## config.mk

```make
export PLATFORM = sky130hd
export DESIGN_NAME = muldiv_unit
export DESIGN_NICKNAME = d
export VERILOG_FILES = /design/src/rtl/muldiv_pkg.sv /design/src/rtl/muldiv_unit_udiv_nr_step.sv /design/src/rtl/muldiv_unit.sv
export SDC_FILE = /design/constraint.sdc
export NUM_CORES = 1
export LEC_CHECK = 0
export CAP_MARGIN = 5
export CORE_MARGIN = 1.5
export CORE_UTILIZATION = 45
export DETAILED_ROUTE_END_ITERATION = 12
export GPL_TIMING_DRIVEN = 0
export PLACE_DENSITY_LB_ADDON = 0.08
export SLEW_MARGIN = 20
export SYNTH_ARGS = -nofsm -noshare
export SYNTH_HDL_FRONTEND = slang
export SYNTH_SLANG_ARGS = --single-unit
```

## constraint.sdc

```tcl
create_clock -name clock -period 10.4 [get_ports clock]
set_clock_uncertainty 0.1 [all_clocks]
set_input_delay 2.08 -clock clock [delete_from_list [all_inputs] [get_ports clock]]
set_output_delay 2.08 -clock clock [all_outputs]
set_load 0.02 [all_outputs]
```

## src/rtl/muldiv_pkg.sv

```systemverilog
`default_nettype none
// ============================================================================
//  Module   : muldiv_pkg
//  Purpose  : Shared opcode encodings, FSM state type and a width helper
//             for the multi-cycle multiply/divide unit.
//  Revision : 1.0  initial release
// ============================================================================
package muldiv_pkg;

  // Operation select encodings seen on the op input.
  localparam logic OP_MUL = 1'b0;
  localparam logic OP_DIV = 1'b1;

  // Sequencer states: wait for work, iterate, apply sign correction.
  typedef enum logic [1:0] {
    IDLE = 2'd0,
    RUN  = 2'd1,
    FIX  = 2'd2
  } state_e;

  // Ceiling log2, used to size the iteration counter at elaboration.
  function automatic int clog2(input int value);
    int result;
    result = 0;
    while ((1 << result) < value) begin
      result = result + 1;
    end
    return result;
  endfunction

endpackage
`default_nettype wire

```

## src/rtl/muldiv_unit_udiv_nr_step.sv

```systemverilog
`default_nettype none
// ============================================================================
//  Module   : udiv_nr_step
//  Purpose  : One combinational step of unsigned non-restoring division.
//             The partial remainder is shifted left taking in the next
//             dividend bit, then the divisor is added or subtracted
//             depending on the sign of the incoming partial remainder.
//  Revision : 1.0  initial release
// ============================================================================
module udiv_nr_step
  import muldiv_pkg::*;
#(
  parameter int WIDTH = 32
) (
  input  logic [WIDTH+1:0] rem_in,
  input  logic [WIDTH-1:0] divisor,
  input  logic             shift_in,
  output logic [WIDTH+1:0] rem_out,
  output logic             q_bit
);

  // Two guard bits keep 2*P + bit representable while |P| < divisor.
  logic [WIDTH+1:0] rem_shift;
  logic [WIDTH+1:0] dvsr_ext;

  // Shift, then add or subtract the divisor based on the remainder sign.
  always_comb begin
    rem_shift = {rem_in[WIDTH:0], shift_in};
    dvsr_ext  = {2'b00, divisor};
    if (rem_in[WIDTH+1]) begin
      rem_out = rem_shift + dvsr_ext;
    end else begin
      rem_out = rem_shift - dvsr_ext;
    end
    q_bit = ~rem_out[WIDTH+1];
  end

endmodule
`default_nettype wire

```

## src/rtl/muldiv_unit.sv

```systemverilog
`default_nettype none
// ============================================================================
//  Module   : muldiv_unit
//  Purpose  : Multi-cycle signed multiply (radix-2 Booth) and divide
//             (non-restoring) engine feeding the Zhigh/Zlow bus sources.
//             Every operation takes WIDTH+1 cycles from the start edge
//             to the done pulse, including divide-by-zero.
//  Revision : 1.0  initial release
// ============================================================================
module muldiv_unit
  import muldiv_pkg::*;
#(
  parameter int WIDTH = 32
) (
  input  logic             clock,
  input  logic             clear_n,
  input  logic             start,
  input  logic             op,
  input  logic [WIDTH-1:0] a,
  input  logic [WIDTH-1:0] b,
  output logic [WIDTH-1:0] zhigh,
  output logic [WIDTH-1:0] zlow,
  output logic             busy,
  output logic             done,
  output logic             div_by_zero
);

  localparam int CNT_W = clog2(WIDTH);
  // Booth accumulator: {hi (W+1), lo (W), booth bit}. The extra hi bit
  // absorbs the transient overflow of subtracting the most negative A.
  localparam int ACC_W = 2 * WIDTH + 2;
  localparam int REM_W = WIDTH + 2;
  localparam logic [CNT_W-1:0] LAST_ITER = CNT_W'(WIDTH - 1);

  // Sequencing state
  state_e             state_q, state_d;
  logic [CNT_W-1:0]   count_q, count_d;
  logic               op_q, op_d;
  logic               zero_div_q, zero_div_d;

  // Latched operands
  logic [WIDTH-1:0]   a_q, a_d;
  logic               b_neg_q, b_neg_d;

  // Multiply datapath
  logic [ACC_W-1:0]   acc_q, acc_d;

  // Divide datapath
  logic [REM_W-1:0]   rem_q, rem_d;
  logic [WIDTH-1:0]   quo_q, quo_d;
  logic [WIDTH-1:0]   dvsr_q, dvsr_d;

  // Visible results and status
  logic [WIDTH-1:0]   zhigh_q, zhigh_d;
  logic [WIDTH-1:0]   zlow_q, zlow_d;
  logic               busy_q, busy_d;
  logic               done_q, done_d;
  logic               dbz_q, dbz_d;

  // Combinational helpers
  logic [WIDTH:0]     a_ext;
  logic [WIDTH:0]     booth_hi;
  logic [WIDTH:0]     booth_hi_nxt;
  logic signed [ACC_W-1:0] acc_pre;
  logic [WIDTH-1:0]   mag_a;
  logic [WIDTH-1:0]   mag_b;
  logic [WIDTH-1:0]   rem_fix;
  logic [WIDTH-1:0]   rem_signed;
  logic [WIDTH-1:0]   quo_signed;
  logic [REM_W-1:0]   step_rem;
  logic               step_q;

  // Single non-restoring step, reused once per RUN cycle.
  udiv_nr_step #(
    .WIDTH (WIDTH)
  ) u_step (
    .rem_in   (rem_q),
    .divisor  (dvsr_q),
    .shift_in (quo_q[WIDTH-1]),
    .rem_out  (step_rem),
    .q_bit    (step_q)
  );

  // Next-state, datapath and output computation for the sequencer.
  always_comb begin
    state_d    = state_q;
    count_d    = count_q;
    op_d       = op_q;
    zero_div_d = zero_div_q;
    a_d        = a_q;
    b_neg_d    = b_neg_q;
    acc_d      = acc_q;
    rem_d      = rem_q;
    quo_d      = quo_q;
    dvsr_d     = dvsr_q;
    zhigh_d    = zhigh_q;
    zlow_d     = zlow_q;
    busy_d     = busy_q;
    done_d     = 1'b0;
    dbz_d      = dbz_q;

    // Booth: pair (b_i, b_i-1) = 01 adds A, 10 subtracts A.
    a_ext        = {a_q[WIDTH-1], a_q};
    booth_hi     = acc_q[ACC_W-1:WIDTH+1];
    booth_hi_nxt = booth_hi;
    case (acc_q[1:0])
      2'b01:   booth_hi_nxt = booth_hi + a_ext;
      2'b10:   booth_hi_nxt = booth_hi - a_ext;
      default: booth_hi_nxt = booth_hi;
    endcase
    acc_pre = {booth_hi_nxt, acc_q[WIDTH:0]};

    // Magnitudes of the raw inputs, captured at the start edge.
    mag_a = a[WIDTH-1] ? (~a + 1'b1) : a;
    mag_b = b[WIDTH-1] ? (~b + 1'b1) : b;

    // Final restore of a negative partial remainder, then sign fixup:
    // quotient truncates toward zero, remainder follows the dividend.
    rem_fix    = rem_q[WIDTH-1:0] + (rem_q[REM_W-1] ? dvsr_q : '0);
    rem_signed = a_q[WIDTH-1] ? (~rem_fix + 1'b1) : rem_fix;
    quo_signed = (a_q[WIDTH-1] ^ b_neg_q) ? (~quo_q + 1'b1) : quo_q;

    case (state_q)
      IDLE: begin
        if (start) begin
          a_d        = a;
          op_d       = op;
          b_neg_d    = b[WIDTH-1];
          dvsr_d     = mag_b;
          quo_d      = mag_a;
          rem_d      = '0;
          acc_d      = {{(WIDTH + 1){1'b0}}, b, 1'b0};
          zero_div_d = (op == OP_DIV) && (b == '0);
          dbz_d      = 1'b0;
          count_d    = '0;
          busy_d     = 1'b1;
          state_d    = RUN;
        end
      end

      RUN: begin
        if (op_q == OP_MUL) begin
          acc_d = acc_pre >>> 1;
        end else if (!zero_div_q) begin
          rem_d = step_rem;
          quo_d = {quo_q[WIDTH-2:0], step_q};
        end
        count_d = count_q + 1'b1;
        if (count_q == LAST_ITER) begin
          state_d = FIX;
        end
      end

      FIX: begin
        done_d  = 1'b1;
        busy_d  = 1'b0;
        state_d = IDLE;
        if (op_q == OP_MUL) begin
          zhigh_d = acc_q[2*WIDTH:WIDTH+1];
          zlow_d  = acc_q[WIDTH:1];
        end else if (zero_div_q) begin
          zhigh_d = a_q;
          zlow_d  = '1;
          dbz_d   = 1'b1;
        end else begin
          zhigh_d = rem_signed;
          zlow_d  = quo_signed;
        end
      end

      default: begin
        state_d = IDLE;
      end
    endcase
  end

  // State and datapath registers; reset aborts any operation in flight.
  always_ff @(posedge clock or negedge clear_n) begin
    if (!clear_n) begin
      state_q    <= IDLE;
      count_q    <= '0;
      op_q       <= OP_MUL;
      zero_div_q <= 1'b0;
      a_q        <= '0;
      b_neg_q    <= 1'b0;
      acc_q      <= '0;
      rem_q      <= '0;
      quo_q      <= '0;
      dvsr_q     <= '0;
      zhigh_q    <= '0;
      zlow_q     <= '0;
      busy_q     <= 1'b0;
      done_q     <= 1'b0;
      dbz_q      <= 1'b0;
    end else begin
      state_q    <= state_d;
      count_q    <= count_d;
      op_q       <= op_d;
      zero_div_q <= zero_div_d;
      a_q        <= a_d;
      b_neg_q    <= b_neg_d;
      acc_q      <= acc_d;
      rem_q      <= rem_d;
      quo_q      <= quo_d;
      dvsr_q     <= dvsr_d;
      zhigh_q    <= zhigh_d;
      zlow_q     <= zlow_d;
      busy_q     <= busy_d;
      done_q     <= done_d;
      dbz_q      <= dbz_d;
    end
  end

  assign zhigh       = zhigh_q;
  assign zlow        = zlow_q;
  assign busy        = busy_q;
  assign done        = done_q;
  assign div_by_zero = dbz_q;

endmodule
`default_nettype wire

```

Yosys cells after proc, flatten, opt, wreduce, memory -nomap -nowiden
Cells that the tools add are included.
{ "totals": {"reg_bits": 273, "inputBits": 68, "word_cells": 89} }
{ "classes": {"add_sub_neg": 10, "n_eq_ne": 12, "muxes": 34, "bitwise_logic": 6, "n_reduce_logical": 12} }
{ "op_table": {"columns": ["operator", "count"], "rows": [
  ["$mux 32", 12],
  ["$mux 34", 4],
  ["$mux 66", 2],
  ["$pmux 66 s2", 1],
  ["$add 32x1->32 const B", 4],
  ["$not 32->32", 4],
  ["$pmux 34 s2", 1],
  ["$pmux 33 s2", 1],
  ["$pmux 32 s2", 1],
  ["$add 34x32->34", 1],
  ["$sub 34x32->34", 1],
  ["$add 33x33->33", 1],
  ["$sub 33x33->33", 1],
  ["$add 32x32->32", 1],
  ["$logic_not 32->1", 1],
  ["$ne 2x2->1 const B", 7],
  ["$pmux 5 s2", 1],
  ["$reduce_and 2->1", 4],
  ["$reduce_and 4->1", 2],
  ["$add 5x1->5 const B", 1],
  ["$eq 5x5->1 const B", 1],
  ["$mux 1", 5],
  ["$mux 5", 1],
  ["$eq 2x1->1 const B", 2],
  ["10 further kinds", 14]
]} }

Logic depth before layout (Yosys ltp)
Gate-level depths: netlist of the first run.
{ "depth": {"depth_word": 7, "mapped_depth": 20, "ltp_nobuf": 20} }

By module
A second synthesis of the first run with hierarchy kept.
{ "unflattened": {"cells_unflattened": 2631, "hier_area_um2": 21062.7} }
{ "modules_own_cells": {"columns": ["module", "n_inst", "cells_each", "area_per_inst_um2", "seq_area_each_um2"], "rows": [
  ["muldiv_unit", 1, 2272, 18570.3, 6806.5],
  ["udiv_nr_step", 1, 359, 2492.4, 0.0]
]} }

Worst setup path before layout of the first run
OpenSTA, ideal clock, no wires.
{ "synth_path": {"path_type": "in2reg", "start": "in a[4]", "end": "reg quo_q[30]", "setup_ns": 0.077, "t_arrival_ns": 5.106, "required_ns": 10.223, "setup_slack_ns": 5.117, "stages": 11, "path_cell_list": "or3_1 -> nor4_2 -> nand3_1 -> or4_1 -> or3_1 -> or4_1 -> or4_1 -> o41ai_1 -> xnor2_1 -> nor2_1 -> a21oi_1"} }
{ "synth_between": {"elab_chain_cells": 5} }
{ "synth_lines": {"columns": ["item", "line_no", "rtl"], "rows": [
  ["start, declared", "muldiv_unit.sv:19", "input logic [WIDTH-1:0] a,"],
  ["$not 32->32", "muldiv_unit.sv:114", "mag_a = a[WIDTH-1] ? (~a + 1'b1) : a;"],
  ["$add 32x1->32", "muldiv_unit.sv:114", null],
  ["$mux 32", "muldiv_unit.sv:114", null],
  ["$mux 32", "muldiv_unit.sv:125", "if (start) begin"],
  ["$pmux 32 s2", "muldiv_unit.sv:123", "case (state_q)"],
  ["end signal, assigned", "muldiv_unit.sv:204", "quo_q <= quo_d;"],
  ["end, declared", "muldiv_unit.sv:50", "logic [WIDTH-1:0] quo_q, quo_d;"]
]} }
No other way between the ends. The select of a mux whose other input is x is not followed.
A chain may end at the register's enable or synchronous reset.

Worst setup path in the final report of the first run
{ "layout_path": {"start": "reg dvsr_q[4]", "end": "reg quo_q[0]"} }
{ "layout_between": {"elab_chain_cells": 6, "word_cells_on_any_way": 7, "cone_classes": "add/sub: 2; mux: 4; bitwise: 1"} }
{ "layout_lines": {"columns": ["item", "line_no", "rtl"], "rows": [
  ["start, declared", "muldiv_unit.sv:51", "logic [WIDTH-1:0] dvsr_q, dvsr_d;"],
  ["start signal, assigned", "muldiv_unit.sv:205", "dvsr_q <= dvsr_d;"],
  ["$sub 34x32->34 / $add 34x32->34 (equally long branches)", "muldiv_unit_udiv_nr_step.sv:33, muldiv_unit_udiv_nr_step.sv:31", null],
  ["$mux 34 (*)", "muldiv_unit_udiv_nr_step.sv:30", "if (rem_in[WIDTH+1]) begin"],
  ["$not 1->1 (*)", "muldiv_unit_udiv_nr_step.sv:35", "q_bit = ~rem_out[WIDTH+1];"],
  ["$mux 32 (*)", "muldiv_unit.sv:144", "end else if (!zero_div_q) begin"],
  ["$mux 32 (*)", "muldiv_unit.sv:142", "if (op_q == OP_MUL) begin"],
  ["$pmux 32 s2 (*)", "muldiv_unit.sv:123", null]
]} }
Every way passes the cells marked *; elsewhere a longest branch is shown, timed or not. The select of a mux whose other input is x is not followed.

==> impl_metrics.py, run 1 <==
metrics = {
    "synthesis": {
        "synth.top_cells.by_count": "nand2_1 (432), dfrtp_1 (272), o21ai_0 (258)",
        "synthMuxAreaShare": 0.0193,
        "ys_ff_latch": 272,
        "ys_top_cells_by_area": "dfrtp_1 (34%), nand2_1 (8.0%), ha_1 (6.5%)",
        "synthArstFlopShare": 1.00,
        "syn-num-nets": 2718,
        "synthSimpleGateAreaFrac": 0.209,
        "ys.flop_type": "dfrtp_1",
        "yosysMostFrequentCell": "nand2_1",
        "yosysWarningCount": 0,
        "synth_xor_xnor_area_share": 0.110,
        "synth_fa_ha_area_frac": 0.0678,
        "synth_top_cell_by_area": "dfrtp_1",
        "synth_compound_area_frac": 0.222,
        "synth_area_um2": 20300,
        "synth_edf_count": 0,
        "synthCells": 2542,
        "synth_area_per_cell_um2": 7.97,
        "synth_top_area_share": 0.336,
        "synth_top_family_by_area": "compound AO/OA/AOI/OAI gates",
        "synth.yosys.seq_area_share": 0.336,
        "synth_cell_types": 78,
    },
    "worst_setup_path": {
        "crit_type": "register to register",
        "worstSetupStartpointType": "register",
        "worstSetupEndpointType": "register",
        "crit_path_max_fanout": 6,
        "worstPathRequired_ps": 10750,
        "arrival_ps": 6520,
    },
    "drt": {
        "route.met3.wl_mm": 4.85,
        "wire_per_inst_um": 22.6,
        "vias": 19900,
        "wl_mm": 75.2,
        "m1WireLength_mm": 33.2,
        "vias_per_cell": 5.98,
        "drtAntennaViolNets": 0,
        "drtIter0Drc": 1690,
        "dr_wl_met2_mm": 34.0,
        "first_pass_iters": 5,
        "top_layer": "met5",
        "drc": 0,
    },
    "sta": {
        "fin_crit_ps": 6180,
        "rsz0062_at_grt": "no",
        "drv_slew": 0,
        "timing.final.crit_share": 0.594,
        "holdWs_ps": 381,
        "max_slew.worst_pin.slew_ps": 1140,
        "finalSetupTns_ps": 0,
        "clock.fmax_mhz": 162,
        "slew_headroom": 0.235,
        "hold_viol": 0,
        "finalSetupViolCount": 0,
    },
    "die": {
        "io_pins": 135,
        "coreArea_um2": 44300,
        "fp.dieH_um": 215,
        "die_area_um2": 46300,
        "rows": 77,
        "die_x_um": 215,
        "start_util": 0.457,
    },
    "pwr": {
        "vdd_ir_drop_max_mv": 0.183,
        "p_per_area_nw_per_um2": 427,
        "leakage_nw": 10.2,
        "finalPower_mw": 10.1,
    },
    "grt": {
        "grt_usage": 0.320,
        "grt_pass1_vias": 18900,
        "grt_pass1_wl_mm": 114,
        "grt_overflow": 0,
        "antenna_found_initial": 2,
        "grt_max_degree": 84,
    },
    "clock_network": {
        "cts_tree": "done",
        "cts.sinks": 272,
        "post_cts_resize_count": 0,
        "postCtsSetupBuffers": 0,
        "clockRootBuffer": "clkbuf_16",
        "cts_buffers": 35,
        "path_clk_slew_ps": 60,
        "cts_hold_buf": 0,
        "cts_max_path_buffers": 3,
        "clkLatencyLatePin_ps": 570,
        "h-tree-depth": 2,
    },
    "finish": {
        "nFillCells": 4239,
        "n_antenna_cell": 0,
        "nets": 2891,
        "syn_to_final_growth_pct": 17.1,
        "drive_gt1_frac": 0.0376,
    },
    "worst_hold_path": {
        "hold_path_class": "register to register",
    },
    "placed_design": {
        "dpl.hpwl_mm": 58.9,
        "portBuffers": 133,
        "gp_congestion": 0.973,
    },
    "flow_run": {
        "maxCapViolCount": 0,
    },
    "outcome": {
        "status": "finished, final reports clean",
    },
}
==> registers in the layout (all words and copies together), names as in the netlist, 2 cells and up <==
signal	cells
acc_q	65
dvsr_q	32
state_q	2
zhigh	32
a_q	32
count_q	5
zlow	32
rem_q	34
quo_q	32
==> critical path, cell delays in order, from the launching register on <==
cell	delay, ps
dfrtp_1	490
or4_1	550
nor4_1	490
nand3_1	280
nor4b_1	880
a21oi_1	170
xor2_1	200
ha_1	390
nand4_1	140
or2_2	350
nor4b_1	490
o21ai_0	360
a41oi_1	490
a211o_1	190
a21oi_1	70
xnor2_1	150
nor2_1	160
o22ai_1	110
==> power by group <==
group	total [mW]	switching, mW	internal (mW)
clock network	1.38	0.525	0.855
logic	6.65	4.07	2.58
registers	2.11	0.594	1.51
total	10.1	5.19	4.94
==> final cells by class <==
| class | count | area, um2 | share of cell area |
|---|---|---|---|
| multi-input cells | 2082 | 12700 | 0.537 |
| flip-flops and latches | 272 | 6810 | 0.287 |
| repair buffers | 136 | 1420 | 0.0598 |
| clock buffers | 49 | 1050 | 0.0442 |
| well taps | 592 | 741 | 0.0312 |
| plain buffers | 124 | 483 | 0.0204 |
| inverters | 64 | 240 | 0.0101 |
| clock inverters | 14 | 238 | 0.0100 |
==> kinds of logic (layout without fill, tap and decap cells) <==
family / count (synthesis) / after routing
adders and majority gates: 108 / 108
and+or+nand+nor: 939 / 939
DFF: 272 / 272
buffers and inverters: 188 / 387
muxes: 39 / 39
xor gates and xnor gates: 254 / 254
AOI/OAI and AO/OA: 742 / 742
==> layer usage <==
layer	vias to the layer above	track usage
li1	9352	-
met1	9699	0.441
met3	137	0.0391
met5	-	0
met4	2	0.137
met2	737	0.504
==> metrics by stage <==
stage	util	instances	area (um2)	setup WS [ps]
2_1_floorplan	-	2542	20300	5120
3_5_place_dp	0.506	3270	22400	4260
6_report	0.535	3333	23700	4220
4_1_cts	0.535	3333	23700	4420
5_1_grt	0.535	3333	23700	4010
3_3_place_gp	0.504	3267	22300	-5230
==> path summary, 6_finish.rpt <==
kind / slack, ps / cells after the start / startpoint / to
setup / recovery: 4220 / 17 / dvsr_q[4] / quo_q[0]
hold / removal: 380 / 2 / zlow[30] / zlow[30]
setup reg to reg: 4220 / 17 / dvsr_q[4] / quo_q[0]
hold reg to reg: 380 / 2 / zlow[30] / zlow[30]
max in group asynchronous: 7330 / 4 / clear_n / zlow[17]
min in group asynchronous: 1320 / 1 / clear_n / zhigh[14]
==> cells in the final DEF, fill, tap and decap left out, drive strengths merged, types with 9 or more instances in the layout <==
master,Yosys,routed
o22ai,38,38
nand2,432,432
ha,105,105
nor3,52,52
or3,23,23
nand4,11,11
clkbuf,98,147
a211oi,20,20
dfrtp,272,272
nor3b,13,13
a21o,42,42
nor2,215,215
or2,10,10
a21oi,172,172
a22o,12,12
mux2i,38,38
inv,63,64
o31ai,29,29
nand2b,23,23
and3,21,21
nor2b,22,22
buf,26,30
xnor2,138,138
xor2,116,116
clkdlybuf4s50,0,132
a31oi,56,56
o211ai,15,15
o21ai,259,259
and2,33,33
nand3,35,35
o21bai,9,9
o21a,19,19
nor4,18,18
or4,13,13
o41ai,14,14
Note: power is estimated with default switching activity, not from simulation.
==> run 2: changes to the inputs <==
==> constraint.sdc (replaced) <==
create_clock -name clock -period 6 [get_ports clock]
set_clock_uncertainty 0.1 [all_clocks]
set_input_delay 1.2 -clock clock [delete_from_list [all_inputs] [get_ports clock]]
set_output_delay 1.2 -clock clock [all_outputs]
set_load 0.02 [all_outputs]
==> impl_metrics.py, run 2 (synthesized netlist as in run 1, its figures left out) <==
metrics = {
    "outcome": {
        "status": "finished, final reports clean",
    },
    "sta": {
        "finalSetupViolCount": 0,
        "timing.final.crit_share": 0.963,
        "fin_ws_ps": 224,
        "rsz0062_at_grt": "no",
        "clock.fmax_mhz": 173,
        "slew_headroom": 0.228,
        "drv_slew": 0,
        "hold_viol": 0,
        "max_slew.worst_pin.slew_ps": 1150,
        "fin_crit_ps": 5780,
    },
    "finish": {
        "n_antenna_cell": 0,
        "syn_to_final_growth_pct": 17.2,
        "reg_top3": "acc_q (65), rem_q (34)",
        "layoutNonFillerInstCount": 3332,
        "nets": 2890,
        "final_common_cell": "nand2_1",
        "final_cell_mix": "nand2_1 (432), dfrtp_1 (272), o21ai_0 (258), nor2_1 (214), a21oi_1 (172)",
        "drive_gt1_frac": 0.0383,
        "largest_register_ffs": 65,
        "top_register": "acc_q",
    },
    "grt": {
        "antenna_found_initial": 2,
        "grt_overflow": 0,
        "grt_pass1_wl_mm": 114,
        "grt_max_degree": 84,
        "grt_pass1_vias": 18900,
        "grt_usage": 0.320,
    },
    "die": {
        "rows": 77,
        "die_x_um": 215,
        "fp.dieH_um": 215,
        "io_pins": 135,
        "die_area_um2": 46300,
        "start_util": 0.457,
        "coreArea_um2": 44300,
    },
    "worst_setup_path": {
        "cp_num_cells": 17,
        "rr_worst_depth": 17,
        "arrival_ps": 6080,
        "worstSetupEndpointType": "register",
        "worstSetupStartpointType": "register",
        "crit_type": "register to register",
        "slowest_stage": "o31ai_1",
        "reg2reg_setup_slack_ps": 220,
        "crit_family": "compound AO/OA/AOI/OAI gates",
        "worst-path-buf-inv": 2,
        "r2r_start": "acc_q[1]",
        "max_stage_delay_ps": 760,
        "startpoint": "acc_q[1]",
        "worstPathRequired_ps": 6310,
        "crit_chain": "ha_1, clkbuf_1, buf_1, nor2_1, xnor2_1, ha_1, nor2b_1, o21a_1, o21ai_0, a211oi_1, o21bai_1, a211oi_1, o31ai_1, o311ai_1, a21oi_1, xnor2_1, o22ai_1",
        "cp-endpoint": "acc_q[64]",
        "crit_path_max_fanout": 10,
        "rr_endpoint": "acc_q[64]",
    },
    "clock_network": {
        "cts_tree": "done",
        "postCtsSetupBuffers": 0,
        "cts_max_path_buffers": 3,
        "path_clk_slew_ps": 60,
        "clockRootBuffer": "clkbuf_16",
        "cts_buffers": 35,
        "clkLatencyLatePin_ps": 570,
        "cts.sinks": 272,
        "h-tree-depth": 2,
        "cts_hold_buf": 0,
    },
    "pwr": {
        "p_sw_mw": 9.00,
        "vdd_ir_drop_max_mv": 0.318,
        "seqPwrFrac": 0.209,
        "leakage_nw": 10.3,
        "switching_share": 0.512,
        "internal_power_mw": 8.57,
        "combinationalPowerShare": 0.655,
        "finalPower_mw": 17.6,
        "clkPwrFrac": 0.136,
        "p_per_area_nw_per_um2": 740,
    },
    "placed_design": {
        "portBuffers": 133,
        "gp_congestion": 0.973,
        "place_inst": 3270,
        "preCtsSetupSlack_ps": 21.8,
        "dpl.hpwl_mm": 58.9,
    },
    "drt": {
        "drc": 0,
        "drtAntennaViolNets": 0,
        "wire_per_inst_um": 22.5,
        "wl_mm": 75.1,
        "vias": 20000,
        "drtIter0Drc": 1822,
        "vias_per_cell": 5.99,
        "first_pass_iters": 5,
    },
    "worst_hold_path": {
        "hold_path_class": "register to register",
    },
    "flow_run": {
        "maxCapViolCount": 0,
    },
}
==> run 2: changes by cell type in the layout (fill, tap and decap cells not counted), sizes merged <==
| cell | delta |
|---|---|
| clkbuf | -1 |
==> run 2: timing repair <==
item / in CTS / in global routing
gates resized for setup: 0 / 5
hold endpoints to repair: 0 / 0
endpoints found under the setup margin: 0 / 12
==> run 2: cell type report <==
cell class	count	area (um2)
buffer	123	479
clock inverter	14	238
tap	592	741
sequential	272	6810
timing repair buffer	136	1420
multi-input combinational	2082	12800
clock buffer	49	1050
fill	4238	20600
inverter	64	240
==> run 2: worst register-to-register path: stages (launching register included) <==
cell and delay (ps):
dfrtp_1 480, ha_1 400, clkbuf_1 510, buf_1 530, nor2_1 130, xnor2_1 150
ha_1 310, nor2b_1 160, o21a_1 180, o21ai_0 380, a211oi_1 210, o21bai_1 330
a211oi_1 200, o31ai_1 760, o311ai_1 320, a21oi_1 250, xnor2_1 130, o22ai_1 80
==> run 2: power by group through the flow <==
stage | combinational (mW) | clock (mW) | sequential [mW]
5_1_grt | 12.6 | 2.48 | 3.75
3_5_place_dp | 11.3 | 0 | 3.64
2_1_floorplan | 8.20 | 0 | 3.29
4_1_cts | 11.3 | 2.42 | 3.62
6_report | 11.5 | 2.39 | 3.67
3_3_place_gp | 11.1 | 0 | 3.62
==> run 2: routing by layer <==
metal  global-route usage  share of wire
met3               0.0391          0.062
met4                0.137          0.045
met1                0.441           0.44
met5                    0        0.00011
met2                0.504           0.45
==> run 2: how the worst min path moves through the flow <==
stage               startpoint          to  slack, ps  cells past startpoint
floorplan           count_q[3]  count_q[3]        350                      1
global placement      zlow[30]    zlow[30]        370                      2
detailed placement  count_q[3]  count_q[3]        370                      1
CTS                 count_q[3]  count_q[3]        390                      1
global route         zhigh[27]   zhigh[27]        410                      2
finish                zlow[30]    zlow[30]        380                      2
==> run 2: through the flow <==
step | hold WS, ps | TNS [ps] | util | instance area (um2)
detailed placement | 374 | 0 | 0.506 | 22400
floorplan | 349 | 0 | - | 20300
global route | 408 | 0 | 0.536 | 23800
global placement | 368 | -2360300 | 0.504 | 22300
CTS | 386 | 0 | 0.535 | 23700
finish | 381 | 0 | 0.536 | 23800
